<file path="src/rtl/pcie_ss_ctrl_bridge.sv">
// pcie_ss_ctrl_bridge: turns each subsystem-control command from the PCIe CSR
// block into exactly one Avalon-MM access to the hard-IP control port, and
// returns completion as a level ack/error that software polls.
// Optional feature: define PCIE_SS_CTRL_TIMEOUT_EN to abort accesses that do
// not complete within TIMEOUT_CYCLES cycles.
module pcie_ss_ctrl_bridge #(
    parameter int unsigned ADDR_WIDTH     = 18,
    parameter int unsigned TIMEOUT_CYCLES = 1024
) (
    input  logic                  clk,
    input  logic                  rst,
    input  logic [1:0]            i_ss_ctrl_cmd,
    input  logic [ADDR_WIDTH-1:0] i_ss_ctrl_addr,
    input  logic [31:0]           i_ss_ctrl_writedata,
    output logic [31:0]           o_ss_readdata,
    output logic                  o_ss_ack,
    output logic                  o_ss_error,
    output logic [ADDR_WIDTH-1:0] o_avmm_address,
    output logic                  o_avmm_read,
    output logic                  o_avmm_write,
    output logic [31:0]           o_avmm_writedata,
    output logic [3:0]            o_avmm_byteenable,
    input  logic                  i_avmm_waitrequest,
    input  logic [31:0]           i_avmm_readdata,
    input  logic                  i_avmm_readdatavalid,
    input  logic [1:0]            i_avmm_response
);

    localparam logic [1:0] CMD_IDLE  = 2'b00;
    localparam logic [1:0] CMD_READ  = 2'b01;
    localparam logic [1:0] CMD_WRITE = 2'b10;

    typedef enum logic [1:0] {
        IDLE    = 2'b00,
        ISSUE   = 2'b01,
        WAIT_RD = 2'b10,
        DONE    = 2'b11
    } state_t;

    state_t state;
    logic   timeout_c;

    // Elaboration-time guard on the timeout limit.
    if (TIMEOUT_CYCLES < 2) begin : g_bad_timeout
        $error("TIMEOUT_CYCLES must be >= 2");
    end

`ifdef PCIE_SS_CTRL_TIMEOUT_EN
    localparam int unsigned CNT_W = (TIMEOUT_CYCLES > 2) ? $clog2(TIMEOUT_CYCLES) : 1;

    logic [CNT_W-1:0] cnt;

    assign timeout_c = (cnt == CNT_W'(TIMEOUT_CYCLES - 1));

    // Per-access cycle counter; zero whenever no access is outstanding.
    always_ff @(posedge clk) begin
        if (rst) begin
            cnt <= '0;
        end else if (state == ISSUE || state == WAIT_RD) begin
            cnt <= cnt + CNT_W'(1);
        end else begin
            cnt <= '0;
        end
    end
`else
    assign timeout_c = 1'b0;
`endif

    // Command FSM with all outputs registered.
    always_ff @(posedge clk) begin
        if (rst) begin
            state             <= IDLE;
            o_ss_readdata     <= '0;
            o_ss_ack          <= 1'b0;
            o_ss_error        <= 1'b0;
            o_avmm_address    <= '0;
            o_avmm_read       <= 1'b0;
            o_avmm_write      <= 1'b0;
            o_avmm_writedata  <= '0;
            o_avmm_byteenable <= '0;
        end else begin
            case (state)
                IDLE: begin
                    if (i_ss_ctrl_cmd != CMD_IDLE) begin
                        o_avmm_address   <= i_ss_ctrl_addr;
                        o_avmm_writedata <= i_ss_ctrl_writedata;
                        o_ss_readdata    <= '0;
                        o_ss_error       <= 1'b0;
                        if (i_ss_ctrl_cmd == CMD_READ) begin
                            o_avmm_read       <= 1'b1;
                            o_avmm_byteenable <= 4'hF;
                            state             <= ISSUE;
                        end else if (i_ss_ctrl_cmd == CMD_WRITE) begin
                            o_avmm_write      <= 1'b1;
                            o_avmm_byteenable <= 4'hF;
                            state             <= ISSUE;
                        end else begin
                            // Reserved command: fail without touching the bus.
                            o_ss_error <= 1'b1;
                            o_ss_ack   <= 1'b1;
                            state      <= DONE;
                        end
                    end
                end
                ISSUE: begin
                    if (!i_avmm_waitrequest) begin
                        o_avmm_read       <= 1'b0;
                        o_avmm_write      <= 1'b0;
                        o_avmm_byteenable <= '0;
                        if (o_avmm_write) begin
                            o_ss_error <= (i_avmm_response != 2'b00);
                            o_ss_ack   <= 1'b1;
                            state      <= DONE;
                        end else begin
                            state <= WAIT_RD;
                        end
                    end else if (timeout_c) begin
                        o_avmm_read       <= 1'b0;
                        o_avmm_write      <= 1'b0;
                        o_avmm_byteenable <= '0;
                        o_ss_readdata     <= 32'hFFFF_FFFF;
                        o_ss_error        <= 1'b1;
                        o_ss_ack          <= 1'b1;
                        state             <= DONE;
                    end
                end
                WAIT_RD: begin
                    if (i_avmm_readdatavalid) begin
                        o_ss_readdata <= i_avmm_readdata;
                        o_ss_error    <= (i_avmm_response != 2'b00);
                        o_ss_ack      <= 1'b1;
                        state         <= DONE;
                    end else if (timeout_c) begin
                        o_ss_readdata <= 32'hFFFF_FFFF;
                        o_ss_error    <= 1'b1;
                        o_ss_ack      <= 1'b1;
                        state         <= DONE;
                    end
                end
                DONE: begin
                    // Held until software returns cmd to idle, so one access per command.
                    if (i_ss_ctrl_cmd == CMD_IDLE) begin
                        o_ss_ack <= 1'b0;
                        state    <= IDLE;
                    end
                end
                default: state <= IDLE;
            endcase
        end
    end

endmodule

</file>
<file path="config.mk">
export PLATFORM = sky130hd
export DESIGN_NAME = pcie_ss_ctrl_bridge
export DESIGN_NICKNAME = d
export VERILOG_FILES = /design/src/rtl/pcie_ss_ctrl_bridge.sv
export SDC_FILE = /design/constraint.sdc
export NUM_CORES = 1
export LEC_CHECK = 0
export ABC_AREA = 1
export CORE_MARGIN = 4
export CORE_UTILIZATION = 37
export DETAILED_ROUTE_END_ITERATION = 8
export GPL_TIMING_DRIVEN = 0
export PLACE_DENSITY = 0.73
export SYNTH_ARGS = -nofsm -noshare
export SYNTH_HDL_FRONTEND = slang
export SYNTH_SLANG_ARGS = --single-unit
</file>
<file path="constraint.sdc">
create_clock -name clk -period 1.65 [get_ports clk]
set_clock_uncertainty 0.15 [all_clocks]
set_input_delay 0.33 -clock clk [delete_from_list [all_inputs] [get_ports clk]]
set_output_delay 0.33 -clock clk [all_outputs]
set_load 0.02 [all_outputs]
</file>
==> flow_summary.json <==
{
  "wl_per_cell_um": 13.8,
  "cp_data_arrival_time_ns": 1.76,
  "cp_data_required_time_ns": 1.76,
  "ant_nets": 0,
  "route.detailed.drc": 0,
  "cts_tree": "built",
  "ir_worst_vdd_uv": 893,
  "num_rows": 36,
  "wl_mm": 11.9,
  "path_max_fanout": 5,
  "wl_met1_mm": 4.68,
  "tightest_slew_ns": 0.524,
  "muxShareOfSynthArea": 0,
  "via_count": 4023,
  "async_reset_ff_frac": 0,
  "synth_top_family_by_area": "simple AND/OR/NAND/NOR gates",
  "yosys-top-cells-count": "112 x nor2_1, 89 x dfxtp_1, 88 x nand2_1",
  "pin_count": 180,
  "period_minus_slack_ns": 1.66,
  "dr.pass1.iters": 5,
  "yosysWarningCount": 0,
  "core_area_um2": 9950,
  "end_kind": "flop",
  "final-hold-violation-count": 0,
  "grt_max_degree": 15,
  "ys_types": 20,
  "synth_edf_count": 0,
  "syn2layout_area_growth_pct": 65.1,
  "postSynthAreaPerCell_um2": 7.44,
  "design_area_um2": 6360,
  "layout_setup_ws_ns": -0.00624,
  "yosys.area.top_type": "dfxtp_1",
  "cap_viol_max_count": 0,
  "cts.sinks": 89,
  "dp_hpwl_mm": 8.74,
  "num_antenna_cells": 0,
  "max_freq_ghz": 0.604,
  "crit_type": "flop to flop",
  "synth_compound_area_frac": 0.152,
  "highest_layer": "met5",
  "die_h_um": 110,
  "clk_latency_ns": 0.35,
  "htreeDepth": 3,
  "syn_inst": 518,
  "grt_pass1_vias": 3944,
  "antenna_found_initial": 1,
  "rsz0062_at_grt": "true",
  "synthAdderAreaFrac": 0.0292,
  "overflow": 0,
  "ys.flop_type": "dfxtp_1",
  "violations": "negative setup slack",
  "initial_utilization": 0.387,
  "synth.top_cell.area_share": 0.462,
  "syn_nets": 617,
  "hp-class": "flop to flop",
  "ys_ff_latch": 89,
  "cts-root-buf": "clkbuf_8",
  "synth_most_common_cell": "nor2_1",
  "die_x_um": 110,
  "post_drt_via_cell_ratio": 4.66,
  "setup_violations": 1,
  "port_buffers": 179,
  "cts_buffer_depth": 2,
  "synthTopCellsByArea": "dfxtp_1 46%, nor2_1 11%, nand2_1 8.6%",
  "yosysSeqAreaShare": 0.462,
  "maxSlewViolCount": 0,
  "gp_congestion": 0.863,
  "crit_path_start_kind": "flop",
  "dieArea_um2": 12100,
  "grtUsageTotal": 0.192,
  "fin_crit_sh": 1.00,
  "cts_buffers": 9,
  "placed_cell_area_um2": 5810,
  "synth_area_um2": 3850,
  "grt_pass1_wl_mm": 18.4,
  "fin_tns_setup_ns": -0.00624,
  "path_clk_slew_ns": 0.09,
  "status": "finished, violations left",
  "synthSimpleGateAreaFrac": 0.257,
  "pre_cts_ws_ns": -0.579,
  "slew_headroom": 0.651,
  "p_per_area_nw_per_um2": 1870,
  "synth_xor_area_frac": 0,
  "finalNetCount": 825,
  "power_leakage_uw": 0.00296,
  "wl_met2_mm": 5.74,
  "hold_buffers": 0,
  "layout-drive-gt1-share": 0.219,
  "drt_iter0_drc": 145,
  "wl_met3_mm": 1.16
}
## final timing paths
path | startpoint | end | slack [ns] | cells past startpoint
hold / removal | o_ss_readdata[21]$_SDFFE_PP0P_ | o_ss_readdata[21]$_SDFFE_PP0P_ | 0.30 | 2
hold reg to reg | o_ss_readdata[21]$_SDFFE_PP0P_ | o_ss_readdata[21]$_SDFFE_PP0P_ | 0.30 | 2
setup reg to reg | state[0]$_SDFFE_PP0P_ | o_ss_readdata[7]$_SDFFE_PP0P_ | -0.006 | 9
setup / recovery | state[0]$_SDFFE_PP0P_ | o_ss_readdata[7]$_SDFFE_PP0P_ | -0.006 | 9
## stage by stage
step                power, uW  cells   util  hold slack [ns]
finish                  11900    864  0.639            0.301
CTS                     11500    862  0.616            0.302
global route            12800    864  0.639            0.316
global placement         9840    830  0.584            0.281
floorplan                7440    518      -            0.249
detailed placement       9990    830  0.584            0.292
## logic make-up after synthesis
kind of cell | Yosys count
compound gates | 92
fa+ha+maj | 9
buf+inv | 83
flops | 89
simple gates | 245
## cell type report
class | count | area (um2)
Buffer | 34 | 272
Sequential cell | 89 | 1790
Clock inverter | 5 | 32.5
Timing Repair Buffer | 198 | 1870
Inverter | 48 | 186
Tap cell | 133 | 166
Fill cell | 903 | 3600
Multi-Input combinational cell | 346 | 1910
Clock buffer | 11 | 131
## registers in the layout (all words and copies together) (netlist names)
register           flops
o_ss_error             1
o_ss_ack               1
o_avmm_read            1
o_ss_readdata         32
o_avmm_writedata      32
o_avmm_address        18
o_avmm_write           1
o_avmm_byteenable      1
state                  2
## worst max-delay path, stage by stage (launching register included)
cell,delay [ns]
dfxtp_4,0.36
inv_4,0.05
buf_6,0.11
ha_4,0.18
o21ai_4,0.24
buf_6,0.16
buf_6,0.12
nand3_1,0.07
nand2_1,0.09
a21oi_2,0.04
## metal layers
layer / track usage / vias up
met5: 0 / -
met4: 0.0837 / 2
met3: 0.0612 / 26
met2: 0.328 / 148
met1: 0.220 / 1806
li1: - / 2041
## what timing repair did
item                                   4_1_cts  5_1_grt
pin swaps                                    3        2
cloned                                       4        1
endpoints found under the hold margin        0        0
setup endpoints to repair                  176       83
buffers inserted                            12        2
resized for setup                          138       75
## placed cells by master, fill, tap and decap left out, types with 2 or more instances in the layout
cell type        count
clkdlybuf4s15_2      2
nor2_1              90
nand2_2              8
dfxtp_1             86
nand2_8              2
ha_4                 2
a21oi_1              7
dfxtp_2              2
dlygate4sd2_1       89
nand3_1             27
clkbuf_1             5
inv_1               42
buf_4               20
clkbuf_8            10
nand2_1             79
nor2_2              20
clkinvlp_4           4
o21ai_1              5
nand2_4              2
buf_12               2
ha_1                 5
clkbuf_2             9
o21ai_0             47
nand3_2             13
nor2_4               2
clkdlybuf4s50_1     87
buf_6               15
clkinv_2             2
ha_2                 2
inv_2                4
a21oi_2             32
## power breakdown
part	leakage (uW)	switching [uW]	internal, uW	total (uW)
sequential	0.000739	426	2980	3400
clock	0.0000753	757	543	1300
combinational	0.00214	4170	3050	7220
(Power assumes the default switching activity.)
